**config.mk**
```make
export PLATFORM = sky130hd
export DESIGN_NAME = arbiter_nx1
export DESIGN_NICKNAME = d
export VERILOG_FILES = /design/src/rtl/arbiter_nx1.sv
export SDC_FILE = /design/constraint.sdc
export NUM_CORES = 1
export LEC_CHECK = 0
export ABC_AREA = 1
export BUFFER_PORTS_ARGS = -buffer_cell sky130_fd_sc_hd__buf_2
export CORE_AREA = 4 4 158 160
export DETAILED_ROUTE_END_ITERATION = 10
export DIE_AREA = 0 0 162 164
export GPL_TIMING_DRIVEN = 0
export HOLD_SLACK_MARGIN = 0.08
export SLEW_MARGIN = 20
export SYNTH_ARGS = -nofsm -noshare
export SYNTH_HDL_FRONTEND = slang
export SYNTH_SLANG_ARGS = --single-unit
```
**constraint.sdc**
```tcl
create_clock -name clk -period 0.99 [get_ports clk]
set_input_delay 0.198 -clock clk [delete_from_list [all_inputs] [get_ports clk]]
set_output_delay 0.198 -clock clk [all_outputs]
set_load 0.005 [all_outputs]
```
**src/rtl/arbiter_nx1.sv**
```systemverilog
// N-to-1 AXI-Lite interconnect: N upstream masters share one downstream slave.
// Write and read paths have independent round-robin arbiters that hold their grant until the response handshake.
module arbiter_nx1 #(
    parameter int N          = 2,
    parameter int ADDR_WIDTH = 32,
    parameter int DATA_WIDTH = 32
) (
    input  logic                          clk,
    input  logic                          rst_n,
    // upstream write address / data / response
    input  logic [N*ADDR_WIDTH-1:0]       s_aw_addr,
    input  logic [N-1:0]                  s_aw_valid,
    output logic [N-1:0]                  s_aw_ready,
    input  logic [N*DATA_WIDTH-1:0]       s_w_data,
    input  logic [N*(DATA_WIDTH/8)-1:0]   s_w_strb,
    input  logic [N-1:0]                  s_w_valid,
    output logic [N-1:0]                  s_w_ready,
    output logic [1:0]                    s_b_resp,
    output logic [N-1:0]                  s_b_valid,
    input  logic [N-1:0]                  s_b_ready,
    // upstream read address / data
    input  logic [N*ADDR_WIDTH-1:0]       s_ar_addr,
    input  logic [N-1:0]                  s_ar_valid,
    output logic [N-1:0]                  s_ar_ready,
    output logic [DATA_WIDTH-1:0]         s_r_data,
    output logic [1:0]                    s_r_resp,
    output logic [N-1:0]                  s_r_valid,
    input  logic [N-1:0]                  s_r_ready,
    // downstream slave port
    output logic [ADDR_WIDTH-1:0]         m_aw_addr,
    output logic                          m_aw_valid,
    input  logic                          m_aw_ready,
    output logic [DATA_WIDTH-1:0]         m_w_data,
    output logic [DATA_WIDTH/8-1:0]       m_w_strb,
    output logic                          m_w_valid,
    input  logic                          m_w_ready,
    input  logic [1:0]                    m_b_resp,
    input  logic                          m_b_valid,
    output logic                          m_b_ready,
    output logic [ADDR_WIDTH-1:0]         m_ar_addr,
    output logic                          m_ar_valid,
    input  logic                          m_ar_ready,
    input  logic [DATA_WIDTH-1:0]         m_r_data,
    input  logic [1:0]                    m_r_resp,
    input  logic                          m_r_valid,
    output logic                          m_r_ready,
    // debug visibility of both arbiters
    output logic [1:0]                    wr_state,
    output logic [1:0]                    rd_state,
    output logic [$clog2(N)-1:0]          wr_grant,
    output logic [$clog2(N)-1:0]          rd_grant,
    output logic [$clog2(N)-1:0]          wr_ptr,
    output logic [$clog2(N)-1:0]          rd_ptr
);

    localparam int STRB_WIDTH = DATA_WIDTH / 8;
    localparam int PTR_W      = $clog2(N);

    typedef enum logic [1:0] {W_IDLE = 2'd0, W_ADDR = 2'd1, W_RESP = 2'd2} wr_state_t;
    typedef enum logic [1:0] {R_IDLE = 2'd0, R_ADDR = 2'd1, R_RESP = 2'd2} rd_state_t;

    // Handshake rule on every channel: a transfer happens in a cycle where valid and ready are
    // both high at the rising clock edge; valid never waits on ready.

    logic [ADDR_WIDTH-1:0] aw_addr_arr [N];
    logic [ADDR_WIDTH-1:0] ar_addr_arr [N];
    logic [DATA_WIDTH-1:0] w_data_arr  [N];
    logic [STRB_WIDTH-1:0] w_strb_arr  [N];

    for (genvar g = 0; g < N; g++) begin : g_unpack
        assign aw_addr_arr[g] = s_aw_addr[g*ADDR_WIDTH +: ADDR_WIDTH];
        assign ar_addr_arr[g] = s_ar_addr[g*ADDR_WIDTH +: ADDR_WIDTH];
        assign w_data_arr[g]  = s_w_data[g*DATA_WIDTH +: DATA_WIDTH];
        assign w_strb_arr[g]  = s_w_strb[g*STRB_WIDTH +: STRB_WIDTH];
    end

    // First requester at or after ptr, searching cyclically.
    function automatic logic [PTR_W-1:0] rr_pick(input logic [N-1:0] req, input logic [PTR_W-1:0] ptr);
        logic [PTR_W-1:0] pick;
        int idx;
        pick = '0;
        for (int k = N - 1; k >= 0; k--) begin
            idx = (int'(ptr) + k) % N;
            if (req[idx]) pick = PTR_W'(idx);
        end
        return pick;
    endfunction

    function automatic logic [PTR_W-1:0] ptr_after(input logic [PTR_W-1:0] g);
        return (int'(g) == N - 1) ? '0 : g + 1'b1;
    endfunction

    wr_state_t        w_state, w_state_next;
    logic [PTR_W-1:0] wgrant, wgrant_next, wptr, wptr_next;
    logic             aw_done, aw_done_next, w_done, w_done_next;
    logic             aw_fin, w_fin;

    rd_state_t        r_state, r_state_next;
    logic [PTR_W-1:0] rgrant, rgrant_next, rptr, rptr_next;

    always_ff @(posedge clk or negedge rst_n) begin
        if (!rst_n) begin
            w_state <= W_IDLE;
            wgrant  <= '0;
            wptr    <= '0;
            aw_done <= 1'b0;
            w_done  <= 1'b0;
        end else begin
            w_state <= w_state_next;
            wgrant  <= wgrant_next;
            wptr    <= wptr_next;
            aw_done <= aw_done_next;
            w_done  <= w_done_next;
        end
    end

    always_comb begin
        w_state_next = w_state;
        wgrant_next  = wgrant;
        wptr_next    = wptr;
        aw_done_next = aw_done;
        w_done_next  = w_done;
        aw_fin       = 1'b0;
        w_fin        = 1'b0;
        s_aw_ready   = '0;
        s_w_ready    = '0;
        s_b_valid    = '0;
        m_aw_valid   = 1'b0;
        m_w_valid    = 1'b0;
        m_b_ready    = 1'b0;
        m_aw_addr    = aw_addr_arr[wgrant];
        m_w_data     = w_data_arr[wgrant];
        m_w_strb     = w_strb_arr[wgrant];
        case (w_state)
            W_IDLE: begin
                // Only AW requests arbitration; early W data waits for its AW.
                if (|s_aw_valid) begin
                    wgrant_next  = rr_pick(s_aw_valid, wptr);
                    w_state_next = W_ADDR;
                end
            end
            W_ADDR: begin
                m_aw_valid         = s_aw_valid[wgrant] & ~aw_done;
                m_w_valid          = s_w_valid[wgrant] & ~w_done;
                s_aw_ready[wgrant] = m_aw_ready & ~aw_done;
                s_w_ready[wgrant]  = m_w_ready & ~w_done;
                aw_fin             = aw_done | (s_aw_valid[wgrant] & m_aw_ready);
                w_fin              = w_done | (s_w_valid[wgrant] & m_w_ready);
                aw_done_next       = aw_fin;
                w_done_next        = w_fin;
                if (aw_fin && w_fin) w_state_next = W_RESP;
            end
            W_RESP: begin
                s_b_valid[wgrant] = m_b_valid;
                m_b_ready         = s_b_ready[wgrant];
                if (m_b_valid && s_b_ready[wgrant]) begin
                    aw_done_next = 1'b0;
                    w_done_next  = 1'b0;
                    wptr_next    = ptr_after(wgrant);
                    w_state_next = W_IDLE;
                end
            end
            default: w_state_next = W_IDLE;
        endcase
    end

    always_ff @(posedge clk or negedge rst_n) begin
        if (!rst_n) begin
            r_state <= R_IDLE;
            rgrant  <= '0;
            rptr    <= '0;
        end else begin
            r_state <= r_state_next;
            rgrant  <= rgrant_next;
            rptr    <= rptr_next;
        end
    end

    always_comb begin
        r_state_next = r_state;
        rgrant_next  = rgrant;
        rptr_next    = rptr;
        s_ar_ready   = '0;
        s_r_valid    = '0;
        m_ar_valid   = 1'b0;
        m_r_ready    = 1'b0;
        m_ar_addr    = ar_addr_arr[rgrant];
        case (r_state)
            R_IDLE: begin
                if (|s_ar_valid) begin
                    rgrant_next  = rr_pick(s_ar_valid, rptr);
                    r_state_next = R_ADDR;
                end
            end
            R_ADDR: begin
                m_ar_valid         = s_ar_valid[rgrant];
                s_ar_ready[rgrant] = m_ar_ready;
                if (s_ar_valid[rgrant] && m_ar_ready) r_state_next = R_RESP;
            end
            R_RESP: begin
                s_r_valid[rgrant] = m_r_valid;
                m_r_ready         = s_r_ready[rgrant];
                if (m_r_valid && s_r_ready[rgrant]) begin
                    rptr_next    = ptr_after(rgrant);
                    r_state_next = R_IDLE;
                end
            end
            default: r_state_next = R_IDLE;
        endcase
    end

    // Response payloads are broadcast; only the granted master's valid qualifies them.
    assign s_b_resp = m_b_resp;
    assign s_r_data = m_r_data;
    assign s_r_resp = m_r_resp;

    assign wr_state = w_state;
    assign rd_state = r_state;
    assign wr_grant = wgrant;
    assign rd_grant = rgrant;
    assign wr_ptr   = wptr;
    assign rd_ptr   = rptr;

endmodule

```
# Yosys cells after proc, flatten, opt, wreduce, memory -nomap -nowiden
# Cells that the tools add are included.
# totals
register_bits	10
inputBits	253
output_inout_bits	159
wordCells	132
# classes
n_addsub	4
magnitude_cmp	10
n_eq_ne	10
n_mux	63
bitwise_logic	19
n_reduce_logical	18
# ops
op	count
two-way mux 32 bit	9
two-way mux 1 bit	34
two-way mux 2 bit	11
two-way mux 4 bit	3
!= test 2 bit, second input constant	6
case mux 2 bit (3 select lines)	2
AND 2 bit	5
AND reduction 2 bit	5
less-than comparator 1 x 2 -> 1 bit, second input constant	4
AND 1 bit	6
logical AND 1 bit	6
less-than comparator 2 x 3 -> 1 bit, second input constant	2
AND reduction 3 bit	2
adder 1 bit, second input constant	4
== test 2 x 1 -> 1 bit, second input constant	2
== test 2 bit, second input constant	2
>= comparator 2 bit, second input constant	2
logical NOT 2 bit	2
inverter 1 -> 2 bit	2
case mux 1 bit (2 select lines)	2
OR reduction 2 bit	2
AND 1 bit, first input constant	2
demux 1 bit (select 1 bit)	2
>= comparator 1 bit, second input constant	2
3 further kinds	5

# Depth between registers and ports, before layout
# logic_depth
word_depth	7
ltp_mapped	9
mapped_depth_nobuf	8

# Worst setup path after synthesis
# OpenSTA, ideal clock, no wires.
# synth_path
path_kind	register -> output
start	register wgrant (netlist: wr_grant)
end	output port s_b_valid[1]
arrival_time_ns	0.954
required_ns	0.792
setup_slack_ns	-0.162
stages_incl_launch_ff	5
n_path_buf	2
path_cell_list	dfrtp_1 > inv_2 > buf_6 > buf_2 > nor3_1
# synth_via
elab_chain_cells	6
word_cells_on_any_way	7
cone_classes	order compare (2); mux (3); bitwise (1); reduce/logical (1)
# synth_lines
item	line_no	text
start, declared	94	logic [PTR_W-1:0] wgrant, wgrant_next, wptr, wptr_next;
start signal, assigned	110	wgrant <= wgrant_next;
less-than comparator 1 x 2 -> 1 bit (not written as such) or >= comparator 1 bit (tied branches)	154	s_b_valid[wgrant] = m_b_valid;
logical AND 1 bit (not written as such)	154	
two-way mux 1 bit (not written as such)	154	
demux 1 bit (select 1 bit) (*)	154	
AND 2 bit (no line) (*)	-	
two-way mux 2 bit (*)	134	case (w_state)
end, declared	19	output logic [N-1:0] s_b_valid,
# Mark *: on every way between the ends. The rest lies on a longest branch, timed or not.

# Worst setup path in the final report
# layout_path
start	register rgrant (netlist: rd_grant)
end	output port s_r_valid[0]
# layout_via
elab_chain_cells	6
word_cells_on_any_way	7
cone_classes	order compare (2); mux (3); bitwise (1); reduce/logical (1)
# layout_lines
item	line_no	text
start, declared	99	logic [PTR_W-1:0] rgrant, rgrant_next, rptr, rptr_next;
start signal, assigned	174	rgrant <= rgrant_next;
less-than comparator 1 x 2 -> 1 bit (not written as such) or >= comparator 1 bit (tied branches)	201	s_r_valid[rgrant] = m_r_valid;
logical AND 1 bit (not written as such)	201	
two-way mux 1 bit (not written as such)	201	
demux 1 bit (select 1 bit) (*)	201	
AND 2 bit (no line) (*)	-	
two-way mux 2 bit (*)	188	case (r_state)
end, declared	27	output logic [N-1:0] s_r_valid,
# Marked as above.

==> results.py <==
metrics = {
    "clocking": {
        "clk_pin_slew_worst_paths_ns": 0.04,
        "clockRootBuffer": "clkbuf_16",
        "cts_htree_levels": 1,
        "cts_tree": "yes",
        "cts_buffer_depth": 2,
        "insertion_delay_ns": 0.23,
        "cts_buffers": 3,
        "clock_sinks": 10,
    },
    "drt": {
        "via_per_inst": 3.64,
        "drtIter0Drc": 76,
        "vias": 4365,
        "drc_errors": 0,
        "wl_per_cell_um": 14.8,
        "first_pass_iters": 4,
        "wirelength_um": 17700,
        "drtAntennaViolNets": 0,
    },
    "sta": {
        "slew_headroom_pct": 78.9,
        "setup_ws_ns": -0.608,
        "setup_tns_ns": -62.53,
        "fmax_mhz": 626,
        "holdWs_ns": 0.232,
        "fin_worst_skew_ns": 0.000487,
        "period_needed_ns": 1.60,
        "finalSetupViolations": 131,
        "rsz0062_at_grt": "yes",
        "slew_viol_final": 0,
        "finalCritPeriodShare_pct": 161,
        "worstMarginPinSlew_ns": 0.314,
        "hold_viol_final": 0,
    },
    "critical_path": {
        "crit_fanout": 5,
        "path_class": "flip-flop to output port",
        "crit_required_ns": 0.79,
        "critical_path_arrival_ns": 1.40,
        "cp-start-kind": "flip-flop",
        "cp-end-kind": "output port",
    },
    "placed_design": {
        "dp_hpwl_um": 14000,
        "gp_congestion": 0.809,
        "dpl_worst_slack_ns": -0.568,
        "dp_cells": 1152,
        "port_buffers": 375,
        "place_area_mm2": 0.00452,
    },
    "layout": {
        "drive_above_1_share_pct": 73.4,
        "fin_nets": 1134,
        "nFillCells": 2592,
        "final_cells": 1200,
        "design_area_mm2": 0.00619,
        "syn_to_final_growth_pct": 186,
    },
    "die": {
        "die_h_um": 164,
        "die_x_um": 162,
        "core-area_mm2": 0.0234,
        "start_util_pct": 9.24,
        "io_pins": 412,
        "core.rowCount": 56,
        "dieArea_mm2": 0.0266,
    },
    "yosys": {
        "synth.avg_cell_area_um2": 4.72,
        "ys_async_sr_fraction_pct": 100,
        "synth_cell_types": 21,
        "yosysTopAreaCell": "nand2_1",
        "yosysMostFrequentCell": "nand2_1",
        "ys_warn_count": 0,
        "ys_seq_area_share_pct": 11.6,
        "ys_ff_latch": 10,
        "syn_nets": 711,
        "post_synth_main_area_contributors": "nand2_1, buf_4, dfrtp_1",
        "syn_inst": 458,
        "synth-edff-count": 0,
        "synth.top_cell.area_share_pct": 55.9,
        "synthFlopType": "dfrtp_1",
        "synth_area_mm2": 0.00216,
        "synthTopCellsByCount": "nand2_1, buf_4, buf_2, inv_1, nor2_1",
    },
    "power": {
        "p_leak_nw": 3.73,
        "ir_worst_vdd_mv": 1.13,
        "power_density_mw_per_mm2": 2320,
    },
    "hold_path": {
        "hold_path.class": "input port to flip-flop",
    },
    "job": {
        "maxCapViolCount": 0,
    },
    "grt": {
        "grt_util_all_layers_pct": 11.1,
        "grt_max_degree": 11,
        "grt_first_pass_wirelength_um": 22800,
        "grt_overflow": 0,
        "grt_pass1_vias": 4178,
        "antenna_found_initial": 2,
    },
    "outcome": {
        "violations": "setup timing",
        "status": "finished with violations",
    },
}
==> layout by cell type, fill, tap and decap left out, types with 5 or more instances in the layout <==
cell type  instances
buf_12             8
buf_2            351
buf_4             50
buf_6             44
buf_8             12
clkbuf_16         12
dfrtp_1            7
inv_1             12
inv_2              5
nand2_1          189
nand2_2           92
nand2_4           42
nand3_1            6
nor2_1            10
nor3_2             7
==> state kept, by name, indices dropped and copies added (netlist names) <==
name      cells
rd_ptr        1
wr_grant      1
aw_done       1
wr_state      2
w_done        1
rd_grant      1
wr_ptr        1
rd_state      2
==> metal layers <==
metal	vias up	global-route usage [%]	share of wire [%]
li1	2191	-	-
met5	-	0	0.073
met1	1899	11.4	34
met4	2	1.27	1.4
met2	257	23.2	55
met3	16	2.58	9.3
==> worst max-delay path, cell delays in order, from the launching register on <==
cell	delay, ns
dfrtp_2	0.46
buf_6	0.16
buf_8	0.14
buf_6	0.13
nor3_2	0.11
buf_2	0.17
==> path summary, 6_finish.rpt <==
check / from / end / slack (ns) / cells past startpoint
worst max-delay path: rd_grant / s_r_valid[0] / -0.61 / 5
worst min-delay path: s_ar_valid[0] / rd_grant / 0.23 / 2
worst max register to register: wr_grant / wr_ptr / -0.43 / 9
worst min register to register: aw_done / aw_done / 0.49 / 2
max in group asynchronous: rst_n / wr_state[0] / 0.37 / 2
min in group asynchronous: rst_n / rd_ptr / 0.39 / 2
==> timing repair <==
action	CTS	global route
endpoints found under the hold margin	10	0
gates resized for setup	131	195
pin swaps	30	43
gates cloned	9	7
setup buffers	18	12
hold buffers	1	0
setup endpoints to repair	128	133
==> logic make-up after synthesis <==
| logic type | share of synthesized area [%] |
|---|---|
| multiplexers | 0.463 |
| buffers and inverters | 21.3 |
| AO/OA/AOI/OAI | 3.12 |
| flip-flops | 11.6 |
| AND/OR/NAND/NOR | 63.5 |
==> report_power, final <==
| group | leakage (nW) | switching (W) | total (W) | internal, W |
|---|---|---|---|---|
| registers | 0.120 | 0.000223 | 0.000844 | 0.000622 |
| clock network | 0.0442 | 0.000187 | 0.000795 | 0.000607 |
| logic | 3.57 | 0.00620 | 0.0127 | 0.00653 |
==> layout make-up <==
type	count	area [um2]	area share [%]
multi-input combinational	370	2120	34.3
tap	319	399	6.45
antenna	1	2.50	0.0404
inverter	19	81.3	1.31
clock buffer	4	88.8	1.44
timing repair inverter	1	11.3	0.182
sequential	10	254	4.10
buffer	59	648	10.5
timing repair buffer	417	2580	41.7
==> through the flow <==
stage	power, W	util [%]
2_1_floorplan	0.00469	-
3_3_place_gp	0.00837	19.3
3_5_place_dp	0.00841	19.3
4_1_cts	0.0117	22.5
5_1_grt	0.0155	26.4
6_report	0.0144	26.4
Note: power is estimated with default switching activity, not from simulation.
